<file path="config.mk">
export PLATFORM = sky130hd
export DESIGN_NAME = multi_cycle_controller
export DESIGN_NICKNAME = d
export VERILOG_FILES = /design/src/rtl/multi_cycle_controller_pkg.sv /design/src/rtl/multi_cycle_controller_alu_decode.sv /design/src/rtl/multi_cycle_controller.sv
export SDC_FILE = /design/constraint.sdc
export NUM_CORES = 1
export LEC_CHECK = 0
export ABC_AREA = 1
export CORE_ASPECT_RATIO = 0.6
export CORE_UTILIZATION = 45
export CTS_BUF_LIST = sky130_fd_sc_hd__clkbuf_4 sky130_fd_sc_hd__clkbuf_8 sky130_fd_sc_hd__clkbuf_16
export CTS_CLUSTER_DIAMETER = 200
export CTS_CLUSTER_SIZE = 12
export DETAILED_ROUTE_END_ITERATION = 10
export PLACE_DENSITY = 0.7
export SLEW_MARGIN = 25
export SYNTH_ARGS = -nofsm -noshare
export SYNTH_HDL_FRONTEND = slang
export SYNTH_HIERARCHICAL = 1
export SYNTH_SLANG_ARGS = --single-unit
</file>
<file path="constraint.sdc">
create_clock -name clk -period 2.3 [get_ports clk]
set_input_delay 0.46 -clock clk [delete_from_list [all_inputs] [get_ports clk]]
set_output_delay 0.46 -clock clk [all_outputs]
set_load 0.02 [all_outputs]
</file>
<file path="src/rtl/multi_cycle_controller_pkg.sv">
// Shared encodings for the multi-cycle MIPS controller: FSM states, opcode/func
// codes, ALU operation codes and the per-state control word.
package multi_cycle_controller_pkg;

  typedef enum logic [3:0] {
    S_IDLE,
    S_FETCH,
    S_DECODE,
    S_EXEC_R,
    S_EXEC_I,
    S_WB_R,
    S_WB_I,
    S_MEM_ADDR,
    S_MEM_RD,
    S_MEM_WR,
    S_WB_MEM,
    S_BRANCH,
    S_JUMP,
    S_JR,
    S_JAL,
    S_ERR
  } state_t;

  localparam logic [5:0] OP_RTYPE = 6'b000000;
  localparam logic [5:0] OP_LW    = 6'b100011;
  localparam logic [5:0] OP_SW    = 6'b101011;
  localparam logic [5:0] OP_BEQ   = 6'b000100;
  localparam logic [5:0] OP_ADDI  = 6'b001000;
  localparam logic [5:0] OP_SLTI  = 6'b001010;
  localparam logic [5:0] OP_J     = 6'b000010;
  localparam logic [5:0] OP_JAL   = 6'b000011;

  localparam logic [5:0] FN_JR    = 6'b001000;
  localparam logic [5:0] FN_ADD   = 6'b100000;
  localparam logic [5:0] FN_SUB   = 6'b100010;
  localparam logic [5:0] FN_AND   = 6'b100100;
  localparam logic [5:0] FN_OR    = 6'b100101;
  localparam logic [5:0] FN_SLT   = 6'b101010;

  localparam logic [2:0] ALU_AND  = 3'b000;
  localparam logic [2:0] ALU_OR   = 3'b001;
  localparam logic [2:0] ALU_ADD  = 3'b010;
  localparam logic [2:0] ALU_SUB  = 3'b110;
  localparam logic [2:0] ALU_SLT  = 3'b111;

  typedef struct packed {
    logic       reg_dst;
    logic       jal_reg;
    logic       pc_to_reg;
    logic       alu_src;
    logic       mem_to_reg;
    logic       jump_sel;
    logic       pc_jump;
    logic       pc_src;
    logic       reg_write;
    logic       mem_read;
    logic       mem_write;
    logic [2:0] alu_cntrl;
    logic       ir_write;
    logic       pc_write;
    logic       halted;
  } ctrl_t;

  // Control word for a state; ir_write/pc_write are still gated by the caller.
  // The ALU inputs stay selected through write-back and memory states so the
  // datapath sees a stable ALU result/address while it is consumed.
  function automatic ctrl_t state_ctrl(input state_t s, input logic [2:0] alu_op);
    ctrl_t c;
    c = '0;
    case (s)
      S_FETCH: begin
        c.mem_read  = 1'b1;
        c.alu_cntrl = ALU_ADD;
        c.ir_write  = 1'b1;
        c.pc_write  = 1'b1;
      end
      S_EXEC_R: c.alu_cntrl = alu_op;
      S_WB_R: begin
        c.reg_dst   = 1'b1;
        c.reg_write = 1'b1;
        c.alu_cntrl = alu_op;
      end
      S_EXEC_I: begin
        c.alu_src   = 1'b1;
        c.alu_cntrl = alu_op;
      end
      S_WB_I: begin
        c.alu_src   = 1'b1;
        c.reg_write = 1'b1;
        c.alu_cntrl = alu_op;
      end
      S_MEM_ADDR: begin
        c.alu_src   = 1'b1;
        c.alu_cntrl = ALU_ADD;
      end
      S_MEM_RD: begin
        c.mem_read  = 1'b1;
        c.alu_src   = 1'b1;
        c.alu_cntrl = ALU_ADD;
      end
      S_MEM_WR: begin
        c.mem_write = 1'b1;
        c.alu_src   = 1'b1;
        c.alu_cntrl = ALU_ADD;
      end
      S_WB_MEM: begin
        c.mem_to_reg = 1'b1;
        c.reg_write  = 1'b1;
      end
      S_BRANCH: begin
        c.alu_cntrl = ALU_SUB;
        c.pc_src    = 1'b1;
        c.pc_write  = 1'b1;
      end
      S_JUMP: begin
        c.pc_jump  = 1'b1;
        c.jump_sel = 1'b1;
        c.pc_write = 1'b1;
      end
      S_JR: begin
        c.pc_jump  = 1'b1;
        c.pc_write = 1'b1;
      end
      S_JAL: begin
        c.pc_jump   = 1'b1;
        c.jump_sel  = 1'b1;
        c.jal_reg   = 1'b1;
        c.pc_to_reg = 1'b1;
        c.reg_write = 1'b1;
        c.pc_write  = 1'b1;
      end
      S_ERR: c.halted = 1'b1;
      default: c = '0;
    endcase
    return c;
  endfunction

endpackage

</file>
<file path="src/rtl/multi_cycle_controller_alu_decode.sv">
// Combinational ALU-operation decode from opcode/func, flagging R-type funcs
// the ALU cannot execute.
module mc_alu_decode
  import multi_cycle_controller_pkg::*;
(
  input  logic [5:0] opcode,
  input  logic [5:0] func,
  output logic [2:0] alu_cntrl,
  output logic       illegal
);

  always_comb begin
    alu_cntrl = ALU_ADD;
    illegal   = 1'b0;
    case (opcode)
      OP_RTYPE: begin
        case (func)
          FN_ADD:  alu_cntrl = ALU_ADD;
          FN_SUB:  alu_cntrl = ALU_SUB;
          FN_AND:  alu_cntrl = ALU_AND;
          FN_OR:   alu_cntrl = ALU_OR;
          FN_SLT:  alu_cntrl = ALU_SLT;
          default: illegal   = 1'b1;
        endcase
      end
      OP_BEQ:  alu_cntrl = ALU_SUB;
      OP_SLTI: alu_cntrl = ALU_SLT;
      default: alu_cntrl = ALU_ADD;
    endcase
  end

endmodule

</file>
<file path="src/rtl/multi_cycle_controller.sv">
// Moore FSM sequencing the MIPS datapath over fetch/decode/exec/mem/wb with a
// bounded wait on variable-latency memory and a retired-instruction counter.
module multi_cycle_controller
  import multi_cycle_controller_pkg::*;
#(
  parameter int unsigned WAIT_LIMIT = 15,
  parameter int unsigned CNT_W      = 16
) (
  input  logic             clk,
  input  logic             rst,
  input  logic [5:0]       opcode,
  input  logic [5:0]       func,
  input  logic             zero,
  input  logic             mem_ready,
  output logic             reg_dst,
  output logic             jal_reg,
  output logic             pc_to_reg,
  output logic             alu_src,
  output logic             mem_to_reg,
  output logic             jump_sel,
  output logic             pc_jump,
  output logic             pc_src,
  output logic             reg_write,
  output logic             mem_read,
  output logic             mem_write,
  output logic [2:0]       alu_cntrl,
  output logic             ir_write,
  output logic             pc_write,
  output logic             halted,
  output logic [CNT_W-1:0] retired
);

  localparam logic [7:0] WAIT_MAX = 8'(WAIT_LIMIT);

  state_t           state_q, state_d;
  logic [7:0]       wait_q, wait_d;
  logic [CNT_W-1:0] retired_q;
  ctrl_t            ctrl_q, ctrl_d;
  logic             retire;
  logic             mem_timeout;
  logic [2:0]       alu_op;
  logic             alu_illegal;
  logic             strobe_ok;

  mc_alu_decode u_alu_decode (
    .opcode    (opcode),
    .func      (func),
    .alu_cntrl (alu_op),
    .illegal   (alu_illegal)
  );

  // The limit cycle is the one where the counter already equals WAIT_LIMIT;
  // a mem_ready arriving in that cycle still completes the access.
  assign mem_timeout = (wait_q == WAIT_MAX);

  always_comb begin
    state_d = state_q;
    wait_d  = wait_q;
    retire  = 1'b0;
    case (state_q)
      S_IDLE: state_d = S_FETCH;
      S_FETCH: begin
        if (mem_ready)        state_d = S_DECODE;
        else if (mem_timeout) state_d = S_ERR;
        else                  wait_d  = wait_q + 8'd1;
      end
      S_DECODE: begin
        case (opcode)
          OP_RTYPE:      state_d = (func == FN_JR) ? S_JR : S_EXEC_R;
          OP_LW, OP_SW:  state_d = S_MEM_ADDR;
          OP_BEQ:        state_d = S_BRANCH;
          OP_ADDI,
          OP_SLTI:       state_d = S_EXEC_I;
          OP_J:          state_d = S_JUMP;
          OP_JAL:        state_d = S_JAL;
          default:       state_d = S_ERR;
        endcase
      end
      S_EXEC_R:   state_d = alu_illegal ? S_ERR : S_WB_R;
      S_EXEC_I:   state_d = S_WB_I;
      S_MEM_ADDR: state_d = (opcode == OP_LW) ? S_MEM_RD : S_MEM_WR;
      S_MEM_RD: begin
        if (mem_ready)        state_d = S_WB_MEM;
        else if (mem_timeout) state_d = S_ERR;
        else                  wait_d  = wait_q + 8'd1;
      end
      S_MEM_WR: begin
        if (mem_ready) begin
          retire  = 1'b1;
          state_d = S_FETCH;
        end else if (mem_timeout) begin
          state_d = S_ERR;
        end else begin
          wait_d  = wait_q + 8'd1;
        end
      end
      S_WB_R, S_WB_I, S_WB_MEM, S_BRANCH, S_JUMP, S_JR, S_JAL: begin
        retire  = 1'b1;
        state_d = S_FETCH;
      end
      S_ERR:   state_d = S_ERR;
      default: state_d = S_ERR;
    endcase
    if (state_d != state_q) wait_d = '0;
  end

  // Control word is registered alongside the state so it is glitch-free.
  assign ctrl_d = state_ctrl(state_d, alu_op);

  always_ff @(posedge clk or negedge rst) begin
    if (!rst) begin
      state_q   <= S_IDLE;
      wait_q    <= '0;
      retired_q <= '0;
      ctrl_q    <= '0;
    end else begin
      state_q   <= state_d;
      wait_q    <= wait_d;
      ctrl_q    <= ctrl_d;
      if (retire) retired_q <= retired_q + CNT_W'(1);
    end
  end

  assign strobe_ok = (state_q == S_FETCH)  ? mem_ready :
                     (state_q == S_BRANCH) ? zero      : 1'b1;

  assign reg_dst    = ctrl_q.reg_dst;
  assign jal_reg    = ctrl_q.jal_reg;
  assign pc_to_reg  = ctrl_q.pc_to_reg;
  assign alu_src    = ctrl_q.alu_src;
  assign mem_to_reg = ctrl_q.mem_to_reg;
  assign jump_sel   = ctrl_q.jump_sel;
  assign pc_jump    = ctrl_q.pc_jump;
  assign pc_src     = ctrl_q.pc_src;
  assign reg_write  = ctrl_q.reg_write;
  assign mem_read   = ctrl_q.mem_read;
  assign mem_write  = ctrl_q.mem_write;
  assign alu_cntrl  = ctrl_q.alu_cntrl;
  assign ir_write   = ctrl_q.ir_write & strobe_ok;
  assign pc_write   = ctrl_q.pc_write & strobe_ok;
  assign halted     = ctrl_q.halted;
  assign retired    = retired_q;

endmodule
</file>
==> flow_summary.yaml, run 1 <==
pwr:
  p_leak_nw: 1.86
  p_sw_w: 0.00192
  power_frac_clock: 0.141
  power_frac_seq: 0.270
  ir_drop_v: 0.000764
  power_switching_share: 0.457
  comb_power_share: 0.589
  internal-power_w: 0.00228
  power_density_nw_per_um2: 1170
finish:
  drive_above_1_share: 0.215
  largest_register_ffs: 16
  nets: 441
  fillers: 486
  diodes: 0
  area.growth.synth_to_final_pct: 36.4
  stdcell_count: 504
clock_network:
  path_clk_slew_ns: 0.08
  cts_tree: "built"
  htreeDepth: 2
  max-clock-path-buffers: 2
  cts_buffers: 5
  root_buffer: "clkbuf_8"
  clock_sinks: 44
  clk_latency_ns: 0.29
timing:
  finalWorstSetupSlack_ns: 0.139
  fmax_mhz: 463
  finClkSkew_ns: 0.00296
  period_needed_ns: 2.16
  drv_slew: 0
  rsz0062_at_grt: "no"
  post-route-period-util: 0.940
  setup_viol: 0
  hold_viol_final: 0
  tightest_slew_ns: 0.378
  slew_headroom: 0.746
critical_path:
  crit_fanout: 7
  crit_path_end_kind: "primary output"
  cp-start-kind: "register"
  required_ns: 1.84
  cp.arrival_ns: 1.70
  timing_worst_setup_path_type: "register to primary output"
synth:
  synth.area.top_cells: "dfrtp_1 (42%), nand2_1 (11%), nor2_1 (7.7%), nand3_1 (6.1%), inv_1 (5.3%)"
  synth_fa_ha_area_frac: 0.00952
  synth_compound_area_frac: 0.0362
  yosys.area.top_type: "dfrtp_1"
  synthMuxAreaShare: 0.00429
  yosys.area_share.xor_xnor: 0.0633
  synth_top_cell_area_share: 0.419
  synth_nets: 360
  synth_top_family_by_area: "simple AND/OR/NAND/NOR gates"
  netlist_area_um2: 2630
  synthArstFlopShare: 1.00
  synth-simple-area-share: 0.386
  syn_area_per_cell_um2: 7.68
  synth_cell_types: 33
  ys.warnings.count: 6
  synth_flop_cell: "dfrtp_1"
  synth.ff_latch_count: 44
  seq_area_frac_synth: 0.419
  synth_cells: 342
  synth_edf_count: 0
die:
  dieWidth_um: 101
  dieHeight_um: 61.2
  core-area_um2: 5600
  placementRows: 21
  ios: 49
  initial_utilization: 0.469
  dieArea_um2: 6160
job:
  drv_cap: 0
global_routing:
  global_route.overflow_total: 0
  antenna_found_initial: 0
  grt_pass1_vias: 2232
  grt_pass1_wl_mm: 10.2
  grt_max_degree: 22
  track_usage: 0.218
route:
  wl_per_cell_um: 13.0
  drc_errors: 0
  vias: 2488
  drt-vias-per-instance: 4.94
  initialDrtViolationCount: 245
  dr.pass1.iters: 4
  routed_wl_mm: 6.55
  drtAntennaViolNets: 0
place:
  hpwlAfterDp_mm: 5.09
  post-place-ws_ns: -0.222
  place_inst: 495
  placement.io_buffers: 48
  gp_congestion: 0.969
min_path:
  hold_path.class: "input pin to asynchronous set/reset pin"
outcome:
  status: "finished, final reports clean"
## layer usage
metal,up-vias,GRT usage,wire (um)
li1,1246,-,-
met1,1169,0.330,3440
met2,73,0.321,2790
met3,0,0.0499,320
met4,0,0.0414,0
met5,-,0,0
## cell families (layout without fill, tap and decap cells)
kind of cell,count (synthesis),count (layout)
buffers and inverters,53,135
AOI/OAI and AO/OA,17,17
DFF,44,44
and+or+nand+nor,206,206
xor gates and xnor gates,19,19
adders and majority gates,2,2
muxes,1,1
## power groups by stage
stage	sequential (W)	clock, W	combinational [W]
3_5_place_dp	0.00114	0	0.00230
5_1_grt	0.00116	0.000629	0.00270
4_1_cts	0.00113	0.000602	0.00232
2_1_floorplan	0.00124	0	0.00124
3_3_place_gp	0.00114	0	0.00228
6_report	0.00113	0.000592	0.00247
## final timing paths
kind / depth (start not counted) / end / from / slack, ns
worst min register to register: 1 / retired[15] / retired[15] / 0.47
min in group clk: 1 / retired[15] / retired[15] / 0.47
worst min-delay path: 1 / wait_q[3] / rst / 0.04
worst max register to register: 14 / alu_cntrl[1] / wait_q[0] / 0.21
worst max-delay path: 5 / ir_write / state_q[1] / 0.14
max in group asynchronous: 2 / alu_cntrl[2] / rst / 1.69
## repair_timing
item                       in CTS  in global routing
gates resized for setup         3                 19
buffers inserted                0                  1
cloned                          0                  0
setup endpoints to repair       2                 17
hold buffers                    0                  0
pin swaps                       0                  3
## layout by cell type, fill, tap and decap left out, types with 3 or more instances in the layout
master,synthesis,routed
xnor2_1,5,5
nor3_1,4,4
dlymetal6s2s_1,0,3
clkbuf_8,0,5
nand3_4,0,3
buf_4,4,31
nor3_2,8,8
nor2_1,54,48
inv_1,37,37
nand3_2,8,5
nand2_1,76,73
nand2_2,1,4
a21oi_1,4,4
nor2_4,4,6
nand3_1,32,32
o21ai_1,6,7
nand4_1,8,8
clkdlybuf4s50_1,0,42
nor2_2,3,7
xor2_1,14,14
inv_2,11,11
dfrtp_1,44,44
## cell type report
class                   instances  area [um^2]  area share
well taps                      80          100      0.0279
clock buffers                   6         76.3      0.0213
repair buffers                 79          713       0.199
clock inverters                 2         35.0     0.00978
multi-input cells             245         1380       0.384
inverters                      48          180      0.0503
flip-flops and latches         44         1100       0.307
## worst max-delay path, cell delays in order (launching register included)
cell and delay [ns]:
dfrtp_1 0.48, nor2_2 0.21, nand2_1 0.11, o22ai_2 0.22, nor2_1 0.07, dlygate4sd2_1 0.32
## Yosys cell counts, types with 2 or more instances
| cell | number |
|---|---|
| a21oi_1 | 4 |
| buf_4 | 4 |
| dfrtp_1 | 44 |
| ha_1 | 2 |
| inv_1 | 37 |
| inv_2 | 11 |
| nand2_1 | 76 |
| nand3_1 | 32 |
| nand3_2 | 8 |
| nand4_1 | 8 |
| nor2_1 | 54 |
| nor2_2 | 3 |
| nor2_4 | 4 |
| nor3_1 | 4 |
| nor3_2 | 8 |
| o21ai_0 | 3 |
| o21ai_1 | 6 |
| or2_2 | 2 |
| xnor2_1 | 5 |
| xor2_1 | 14 |
## through the flow
step	power, W	utilization	setup TNS [ns]	area, um^2	hold WS (ns)
4_1_cts	0.00405	0.627	0	3510	0.0505
3_3_place_gp	0.00343	0.606	-2.87	3390	0.372
2_1_floorplan	0.00249	-	0	2630	0.164
3_5_place_dp	0.00345	0.606	-3.24	3390	0.370
6_report	0.00419	0.640	0	3580	0.0444
5_1_grt	0.00448	0.640	0	3580	0.0672
(Power assumes the default switching activity.)
==> inputs of run 2 (changes only) <==
--- a/config.mk
+++ b/config.mk
@@ -18,3 +18,4 @@
 export SYNTH_HDL_FRONTEND = slang
 export SYNTH_HIERARCHICAL = 1
 export SYNTH_SLANG_ARGS = --single-unit
+export TNS_END_PERCENT = 100
==> results of run 2 <==
No change in the layout: final DEF, timing and power equal those of run 1.
==> inputs of run 3 (changes only) <==
--- a/config.mk
+++ b/config.mk
@@ -12,6 +12,7 @@
 export CTS_CLUSTER_DIAMETER = 200
 export CTS_CLUSTER_SIZE = 12
 export DETAILED_ROUTE_END_ITERATION = 10
+export HOLD_SLACK_MARGIN = 0.05
 export PLACE_DENSITY = 0.7
 export SLEW_MARGIN = 25
 export SYNTH_ARGS = -nofsm -noshare
==> results of run 3 <==
No change in the layout: final DEF, timing and power equal those of run 1.
